**config.mk**
```make
export PLATFORM = sky130hd
export DESIGN_NAME = bias2_delta_gen_flat
export DESIGN_NICKNAME = d
export VERILOG_FILES = /design/src/rtl/bias2_pkg.sv /design/src/rtl/bias2_delta_gen_if.sv /design/src/rtl/bias2_delta_sat.sv /design/src/rtl/bias2_delta_gen.sv /design/src/flat_wrapper.sv
export SDC_FILE = /design/constraint.sdc
export NUM_CORES = 1
export LEC_CHECK = 0
export ABC_AREA = 1
export BUFFER_PORTS_ARGS = -buffer_cell sky130_fd_sc_hd__buf_2
export CAP_MARGIN = 20
export CELL_PAD_IN_SITES_DETAIL_PLACEMENT = 2
export CELL_PAD_IN_SITES_GLOBAL_PLACEMENT = 2
export CORE_ASPECT_RATIO = 1.25
export CORE_MARGIN = 4
export CORE_UTILIZATION = 34
export CTS_CLUSTER_DIAMETER = 30
export DETAILED_ROUTE_END_ITERATION = 16
export PLACE_DENSITY = 0.81
export SLEW_MARGIN = 5
export SYNTH_ARGS = -nofsm -noshare
export SYNTH_HDL_FRONTEND = slang
export SYNTH_SLANG_ARGS = --single-unit
export TNS_END_PERCENT = 1
```
**constraint.sdc**
```tcl
create_clock -name clk -period 3.3 [get_ports clk]
set_clock_uncertainty 0.2 [all_clocks]
set_input_delay 0.165 -clock clk [delete_from_list [all_inputs] [get_ports clk]]
set_output_delay 0.165 -clock clk [all_outputs]
set_load 0.05 [all_outputs]
```
**src/rtl/bias2_pkg.sv**
```systemverilog
// Shared types and constants for the output-layer bias delta generator.
// Feature macro: BIAS2_DELTA_ROUND_EN selects round-half-up scaling.
package bias2_pkg;

  localparam int N_OUT   = 5;
  localparam int ERR_W   = 32;
  localparam int DELTA_W = 16;

  localparam logic [3:0] CTRL_UPDATE = 4'b0001;
  localparam logic [3:0] CTRL_HOLD   = 4'b0000;

  typedef enum logic [1:0] {
    IDLE,
    COLLECT,
    SCALE,
    ISSUE
  } state_e;

  typedef logic signed [ERR_W-1:0]   err_t;
  typedef logic signed [DELTA_W-1:0] delta_t;

  // Step skips 0 so the bank is never inhibited once updates start
  function automatic logic [3:0] step_next(logic [3:0] s);
    return (s == 4'd15) ? 4'd1 : s + 4'd1;
  endfunction

endpackage

```
**src/rtl/bias2_delta_gen_if.sv**
```systemverilog
// Error-term stream: one signed lane value per valid/ready beat.
// Feature macro: BIAS2_DELTA_ROUND_EN (no effect on this interface).
interface bias2_delta_gen_if;
  import bias2_pkg::*;

  logic err_valid;
  logic err_ready;
  err_t err_data;

  modport master (
    output err_valid,
    output err_data,
    input  err_ready
  );

  modport slave (
    input  err_valid,
    input  err_data,
    output err_ready
  );

endinterface

```
**src/rtl/bias2_delta_sat.sv**
```systemverilog
// One lane: optional round, arithmetic shift, negate, saturate.
// Feature macro: BIAS2_DELTA_ROUND_EN adds 2^(LR_SHIFT-1) before the shift.
module bias2_delta_sat
  import bias2_pkg::*;
#(
  parameter int LR_SHIFT = 4
) (
  input  err_t   err_i,
  output delta_t delta_o
);

  localparam int XW = ERR_W + 1;
  localparam int HS = (LR_SHIFT > 0) ? LR_SHIFT - 1 : 0;

`ifdef BIAS2_DELTA_ROUND_EN
  localparam int RND_I = (LR_SHIFT > 0) ? (1 << HS) : 0;
`else
  localparam int RND_I = 0;
`endif

  localparam logic signed [XW-1:0] RNDV = XW'(RND_I);
  localparam logic signed [XW-1:0] MAXV =
    XW'((1 << (DELTA_W - 1)) - 1);
  localparam logic signed [XW-1:0] MINV =
    XW'(-(1 << (DELTA_W - 1)));

  logic signed [XW-1:0] ext;
  logic signed [XW-1:0] rnd;
  logic signed [XW-1:0] shf;
  logic signed [XW-1:0] neg;

  // Headroom bit keeps the rounding add and negation from wrapping
  always_comb begin
    ext = {err_i[ERR_W-1], err_i};
    rnd = ext + RNDV;
    shf = rnd >>> LR_SHIFT;
    neg = -shf;
    if (neg > MAXV) begin
      delta_o = MAXV[DELTA_W-1:0];
    end else if (neg < MINV) begin
      delta_o = MINV[DELTA_W-1:0];
    end else begin
      delta_o = neg[DELTA_W-1:0];
    end
  end

endmodule

```
**src/rtl/bias2_delta_gen.sv**
```systemverilog
// Collects five error lanes, scales them and strobes one bias update.
// Feature macro: BIAS2_DELTA_ROUND_EN selects round-half-up scaling.
module bias2_delta_gen
  import bias2_pkg::*;
#(
  parameter int LR_SHIFT = 4
) (
  input  logic              clk,
  input  logic              rst_n,
  bias2_delta_gen_if.slave  err,
  input  logic              abort,
  output logic [3:0]        ctrl,
  output logic [3:0]        step,
  output delta_t            deltab2_1,
  output delta_t            deltab2_2,
  output delta_t            deltab2_3,
  output delta_t            deltab2_4,
  output delta_t            deltab2_5,
  output logic              busy
);

  localparam logic [2:0] LAST = 3'(N_OUT - 1);

  state_e     state_q;
  logic [2:0] idx_q;
  err_t       err_q   [N_OUT];
  delta_t     delta_q [N_OUT];
  delta_t     delta_d [N_OUT];
  logic [3:0] ctrl_q;
  logic [3:0] step_q;
  logic       busy_q;
  logic       collecting;
  logic       acc;

  // abort masks ready so it always wins over a coincident beat
  assign collecting    = (state_q == IDLE) || (state_q == COLLECT);
  assign err.err_ready = collecting && !abort;
  assign acc           = err.err_valid && err.err_ready;

  for (genvar g = 0; g < N_OUT; g++) begin : g_lane
    bias2_delta_sat #(
      .LR_SHIFT(LR_SHIFT)
    ) u_sat (
      .err_i  (err_q[g]),
      .delta_o(delta_d[g])
    );
  end

  always_ff @(posedge clk or negedge rst_n) begin
    if (!rst_n) begin
      state_q <= IDLE;
      idx_q   <= 3'd0;
      ctrl_q  <= CTRL_HOLD;
      step_q  <= 4'd0;
      busy_q  <= 1'b0;
      for (int i = 0; i < N_OUT; i++) begin
        err_q[i]   <= '0;
        delta_q[i] <= '0;
      end
    end else begin
      unique case (state_q)
        IDLE: begin
          if (acc) begin
            err_q[0] <= err.err_data;
            idx_q    <= 3'd1;
            state_q  <= COLLECT;
          end else begin
            idx_q <= 3'd0;
          end
        end
        COLLECT: begin
          if (abort) begin
            idx_q   <= 3'd0;
            state_q <= IDLE;
          end else if (acc) begin
            err_q[idx_q] <= err.err_data;
            if (idx_q == LAST) begin
              idx_q   <= 3'd0;
              busy_q  <= 1'b1;
              state_q <= SCALE;
            end else begin
              idx_q <= idx_q + 3'd1;
            end
          end
        end
        SCALE: begin
          for (int i = 0; i < N_OUT; i++) begin
            delta_q[i] <= delta_d[i];
          end
          step_q  <= step_next(step_q);
          ctrl_q  <= CTRL_UPDATE;
          state_q <= ISSUE;
        end
        ISSUE: begin
          ctrl_q  <= CTRL_HOLD;
          busy_q  <= 1'b0;
          idx_q   <= 3'd0;
          state_q <= IDLE;
        end
      endcase
    end
  end

  assign ctrl      = ctrl_q;
  assign step      = step_q;
  assign busy      = busy_q;
  assign deltab2_1 = delta_q[0];
  assign deltab2_2 = delta_q[1];
  assign deltab2_3 = delta_q[2];
  assign deltab2_4 = delta_q[3];
  assign deltab2_5 = delta_q[4];

endmodule

```
**src/flat_wrapper.sv**
```systemverilog
// flat-port wrapper written by rule: the top's interface ports become plain ports
module bias2_delta_gen_flat import bias2_pkg::*;
#(
  parameter int LR_SHIFT = 4
)
  (clk, rst_n, abort, ctrl, step, deltab2_1, deltab2_2, deltab2_3, deltab2_4, deltab2_5, busy, err_err_valid, err_err_data, err_err_ready);
  bias2_delta_gen_if err_i ();
  input  logic clk;
  input  logic rst_n;
  input  logic abort;
  output logic [3:0] ctrl;
  output logic [3:0] step;
  output delta_t deltab2_1;
  output delta_t deltab2_2;
  output delta_t deltab2_3;
  output delta_t deltab2_4;
  output delta_t deltab2_5;
  output logic busy;
  input wire logic [$bits(err_i.err_valid)-1:0] err_err_valid;
  input wire logic [$bits(err_i.err_data)-1:0] err_err_data;
  output wire logic [$bits(err_i.err_ready)-1:0] err_err_ready;
  assign err_i.err_valid = err_err_valid;
  assign err_i.err_data = err_err_data;
  assign err_err_ready = err_i.err_ready;
  bias2_delta_gen #(.LR_SHIFT(LR_SHIFT)) u_core (.clk(clk), .rst_n(rst_n), .err(err_i), .abort(abort), .ctrl(ctrl), .step(step), .deltab2_1(deltab2_1), .deltab2_2(deltab2_2), .deltab2_3(deltab2_3), .deltab2_4(deltab2_4), .deltab2_5(deltab2_5), .busy(busy));
endmodule
```
**Yosys cells after proc, flatten, opt, wreduce, memory -nomap -nowiden**

Cells that the tools add are included.

- Output and inout port bits: 90
- Input bits: 36
- Bits in registers: 254
- Logic and storage cells: 95

- Reduce and logical (&&, ||, !) cells: 15
- Magnitude comparators: 12
- Bitwise gates (word level): 2
- Muxes and demuxes: 33
- Add/sub/neg operators: 7
- Eq/ne operators: 11

Operators with widths:

| kind | number |
|---|---|
| $mux W160 | 2 |
| $gt A33 B16 Y1 const B | 5 |
| $lt A33 B16 Y1 const B | 5 |
| $neg A28 Y33 | 5 |
| $bwmux W160 | 1 |
| $mux W16 | 10 |
| $demux W32 S3 | 1 |
| $mux W32 | 2 |
| $pmux W32 S2 | 1 |
| $mux W3 | 3 |
| $pmux W3 S3 | 1 |
| $mux W2 | 4 |
| $pmux W2 S4 | 1 |
| $pmux W4 S2 | 1 |
| $reduce_and A4 Y1 | 2 |
| $reduce_and A3 Y1 | 2 |
| $reduce_bool A2 Y1 | 3 |
| $add A4 B1 Y4 const B | 1 |
| $eq A2 B2 Y1 const B | 2 |
| $eq A4 B4 Y1 const B | 1 |
| $ge A4 B4 Y1 const B | 1 |
| $lt A4 B1 Y1 const B | 1 |
| $mux W1 | 4 |
| $mux W4 | 1 |
| other kinds (16) | 20 |

**Logic depth before layout (Yosys ltp)**

- Word-level depth: 9
- Depth in mapped cells: 20
- Mapped depth without buffers: 18

**By module**

From an unflattened synthesis, not the netlist that was laid out.

- Cells, all modules: 2,588
- Area total of the unflattened synthesis: 16,928.7 um2

By module, submodules not included:

| module | times used | area an instance (um2) | seq. area each (um2) | cells an instance |
|---|---|---|---|---|
| bias2_delta_gen | 1 | 10,015.9 | 6,281.0 | 1,118 |
| bias2_delta_sat | 5 | 1,382.6 | 0.0 | 294 |

**Worst setup path before layout**

OpenSTA, ideal clock, no wires.

- Kind: reg2reg
- Start: register (tool-made name)
- End: register u_core.err_q[10] in the netlist's numbering
- Data arrival time: 2.365 ns
- Data required time: 2.970 ns
- Setup slack: 0.605 ns
- Cell stages (with the launch flop): 9
- Library setup time: 0.130 ns
- Period minus slack after synthesis: 2.695 ns
- Path through: dfrtp_1 -> nor2_1 -> nand2_1 -> nor2_1 -> inv_1 -> nor4_1 -> buf_2 -> clkbuf_1 -> o21ai_0

RTL lines:

| item | RTL line | RTL |
|---|---|---|
| end signal: indexed assignment | bias2_delta_gen.sv:76 | `err_q[idx_q] <= err.err_data;` |
| end: declaration | bias2_delta_gen.sv:26 | `err_t err_q [N_OUT];` |

**Worst setup path in the final report**

- Start: register u_core.err_q[4] in the netlist's numbering
- End: register u_core.delta_q, in the netlist u_core.deltab2_5[1]

- Cells in the longest elaborated chain, start to end: 4

Ends and longest elaborated chain:

| item | RTL line | RTL |
|---|---|---|
| $neg A28 Y33 (*) | bias2_delta_sat.sv:37 | `neg = -shf;` |
| $lt A33 B16 Y1 | bias2_delta_sat.sv:40 | `end else if (neg < MINV) begin` |
| $mux W16 | bias2_delta_sat.sv:40 |  |
| $mux W16 (*) | bias2_delta_sat.sv:38 | `if (neg > MAXV) begin` |
| end signal: indexed assignment | bias2_delta_gen.sv:88 | `delta_q[i] <= delta_d[i];` |
| end: declaration | bias2_delta_gen.sv:27 | `delta_t delta_q [N_OUT];` |

Every way passes the cells marked *; elsewhere a longest branch is shown, timed or not.
A chain may end at the register's enable or synchronous reset.

==> summary.log <==
[run_status] result of the run finished with violations
[run_status] violated checks hold timing
[critical_path] critical path's largest stage delay 410 ps
[power] worst-case vdd ir drop 0.592 mV
[routing] Detailed Route Iter0 Violations 775
[clock_tree] clock transition at the registers of the reported paths 50 ps
[critical_path] slowest library cell on the worst path sky130_fd_sc_hd__dfrtp_1
[sta] total count of hold-check failures in the final report 6
[routing] first-pass detailed-route iteration total 7
[critical_path] worst setup path endpoint u_core.deltab2_5[1]
[routing] WL/cell 20.8 microns
[clock_tree] worst-case clock buffer depth 3
[routing] remaining number of nets flagged by the antenna check after routing 0
[critical_path] top cell family by delay on the critical path simple AND/OR/NAND/NOR gates
[placed_design] Cells after DPL 2986
[floorplan] DIE AREA 0.0481 sq mm
[critical_path] critical path type flip-flop to flip-flop
[global_routing] total routing usage reported by global routing 26.8%
[clock_tree] clock latency on the worst-skew pair 620 ps
[sta] Slew headroom 38.5%
[synth] post-synthesis cell area 0.0152 sq mm
[clock_tree] number of H-tree levels 2
[run] max-cap viol count 0
[critical_path] beginning of the critical path u_core.err_q[4]
[final_layout] net total in the final layout 2559
[routing] detail-routed via count per cell 5.20
[synth] fraction of the yosys area taken by sequential cells 38.1%
[sta] Hold WS -34.1 ps
[sta] transition time at the pin with the least slew margin 923 ps
[clock_tree] CTS tree yes
[critical_path] largest fanout on the critical path 15
[routing] wirelength, routed 65300 microns
[critical_path] length in cells of the worst reg-to-reg path 15
[critical_path] Crit path depth 15
[sta] maximum operating frequency 0.331 GHz
[global_routing] via count of the first global-routing pass 18300
[synth] gate count after technology mapping 2338
[global_routing] global-route wire length before repair 103000 microns
[final_layout] synthesis-to-finish area growth 24.0%
[critical_path] most frequent cell on the critical path sky130_fd_sc_hd__nand2_1
[final_layout] post-route non-filler standard cell count 3134
[floorplan] effective utilization at floorplan 34.4%
[power] Static Leakage 9.39 nW
[sta] final-layout setup total negative slack 0 ps
[placed_design] DP HPWL 43600 microns
[sta] setup repair after global routing missed its margin false
[min_path] HP Class input pin to async pin
[global_routing] grt total ovfl 0
[final_layout] leading cell types in the layout, fill and taps excluded 963 x sky130_fd_sc_hd__nand2_1, 289 x sky130_fd_sc_hd__nor2_1, 250 x sky130_fd_sc_hd__inv_1
[critical_path] cells along the critical path inv_1 -> ha_1 -> nand2_2 -> nor2_4 -> nand3_1 -> o21ai_2 -> nand2_1 -> nor2_1 -> nand2_1 -> nor2_1 -> nand2_1 -> nand2_4 -> nand2_1 -> nand2_1 -> nand2_1
[synth] Post-Synthesis Mean Instance Area 6.49 sq um
[critical_path] worst path buffer plus inverter count 1
[critical_path] launch instance of the worst register-to-register path u_core.err_q[4]
[global_routing] maximum number of pins on one net before global-route repair 101
[clock_tree] number of buffers created by CTS 60
[synth] Yosys warning total 0
[placed_design] Port Buf Inserts 118
[synth] library cells used by synthesis 37
[routing] vias after detailed routing 16300
[sta] final setup fails 0
[clock_tree] count of clock tree sinks 231
[critical_path] Worst Path Required 3600 ps
[critical_path] Setup crit end kind flip-flop
[floorplan] count of boundary I/O pins 126
[final_layout] share of cells above drive strength 1 14.9%
[sta] part of the cycle the worst path needs 91.4%
[critical_path] data arrival time of the worst path 3320 ps
[floorplan] Core Area 0.0441 sq mm
[final_layout] Finished Cell Area 0.0188 sq mm
[global_routing] initial antenna violation count 0
[synth] #FFs+latches synth 231
[synth] ranking of synthesized cells by area sky130_fd_sc_hd__dfrtp_1 38%, sky130_fd_sc_hd__nand2_1 24%, sky130_fd_sc_hd__nor2_1 7.2%
[synth] cell taking the most area after synthesis sky130_fd_sc_hd__dfrtp_1
[synth] share of Yosys cell area claimed by the top area cell type 38.1%
[critical_path] R2R Setup Slk 280 ps
[critical_path] terminus of the critical flop-to-flop path u_core.deltab2_5[1]
[sta] max-slew violation count 0
[floorplan] die width 197 microns
[placed_design] placed inst area 0.0163 sq mm
[routing] DRC Markers 0
[sta] shortest period the worst path allows 3020 ps
[critical_path] Worst setup SP type flip-flop
[placed_design] global placer's final weighted congestion 0.881
[clock_tree] master cell of the clock root buffer sky130_fd_sc_hd__clkbuf_16
[floorplan] chip height 244 microns
[final_layout] commonest non-fill, non-tap cell in the layout sky130_fd_sc_hd__nand2_1
[power] power density over the cells 1010 mW/mm^2
[floorplan] number of standard-cell rows in the floorplan 86
state kept, by name, indices dropped and copies added, names as in the netlist, named ones only:
register          count
u_core.err_q        140
u_core.deltab2_1     16
u_core.deltab2_2     16
u_core.deltab2_3     16
u_core.deltab2_4     16
u_core.deltab2_5     16
u_core.step           4
u_core.idx_q          3
u_core.busy           1
u_core.ctrl           1
u_core.state_q        1
cells by family after synthesis:
logic type / after synthesis / synth area share [%]
AO/OA/AOI/OAI: 181 / 6.09
flip-flops: 231 / 38.1
multiplexers: 8 / 0.594
other: 1 / 0.0247
AND/OR/NAND/NOR: 1552 / 43.7
buffers and inverters: 331 / 9.20
XOR/XNOR: 21 / 1.21
adder cells (fa/ha/maj): 13 / 1.07
where the power goes:
group | switching [W] | internal, W
clock | 0.00198 | 0.00440
combinational | 0.00571 | 0.00192
sequential | 0.00110 | 0.00393
metal layers:
| metal | GRT usage, % | routed length, microns |
|---|---|---|
| met1 | 31.8 | 27000 |
| met2 | 49.0 | 33900 |
| met3 | 3.90 | 1990 |
| met4 | 9.49 | 2400 |
| met5 | 0 | 0 |
worst reg2reg max path, delay by kind of cell, from the launching register on:
family	cells	cell delay, ps
AOI/OAI and AO/OA	1	320
adders and majority gates	1	290
and+or+nand+nor	12	1490
buffers and inverters	1	170
DFF	1	410
synthesized netlist by cell type, drive strengths merged:
cell type,instances
xnor2,2
a31oi,3
inv,268
nor3,4
nor2,335
ha,13
nand3,151
a21oi,6
nor4,4
xor2,19
nor3b,1
or2,1
and2,1
mux2,8
nand2,1003
dfrtp,231
nand4,47
buf,29
clkbuf,34
o21bai,1
nand3b,5
conb,1
o21ai,171
how the worst min path moves through the flow:
stage,start,endpoint,slack (ps),cells after the start
6_report,rst_n,u_core.deltab2_5[10],-30,2
3_5_place_dp,rst_n,u_core.deltab2_5[11],110,1
3_3_place_gp,rst_n,u_core.err_q[29],90,1
4_1_cts,rst_n,u_core.deltab2_5[1],40,2
5_1_grt,rst_n,u_core.deltab2_5[10],60,2
2_1_floorplan,rst_n,async pin,-330,0
cell type report:
cell class | count | area, sq um
Fill cell | 5298 | 25300
Multi-Input combinational cell | 1778 | 8020
Sequential cell | 231 | 5780
Clock buffer | 75 | 1630
Timing Repair Buffer | 171 | 1130
Inverter | 268 | 1010
Tap cell | 572 | 716
Clock inverter | 38 | 533
Antenna cell | 1 | 2.50
through the flow:
stage / utilization, % / hold WS [ps] / total power [W] / setup slack (ps)
after global routing: 42.6 / 60.4 / 0.0203 / 29.5
after CTS: 42.6 / 38.9 / 0.0191 / 134
after detailed placement: 37.0 / 107 / 0.0124 / 315
final: 42.6 / -34.1 / 0.0190 / 283
after floorplan: - / -331 / 0.0102 / 605
after global placement: 37.0 / 93.7 / 0.0120 / 443
timing repair:
action,CTS,global route
buffers inserted,0,2
gates resized for setup,0,1
hold endpoints to repair,263,0
endpoints found under the setup margin,0,16
hold buffers,32,0
Power figures use the tool's default switching activity.
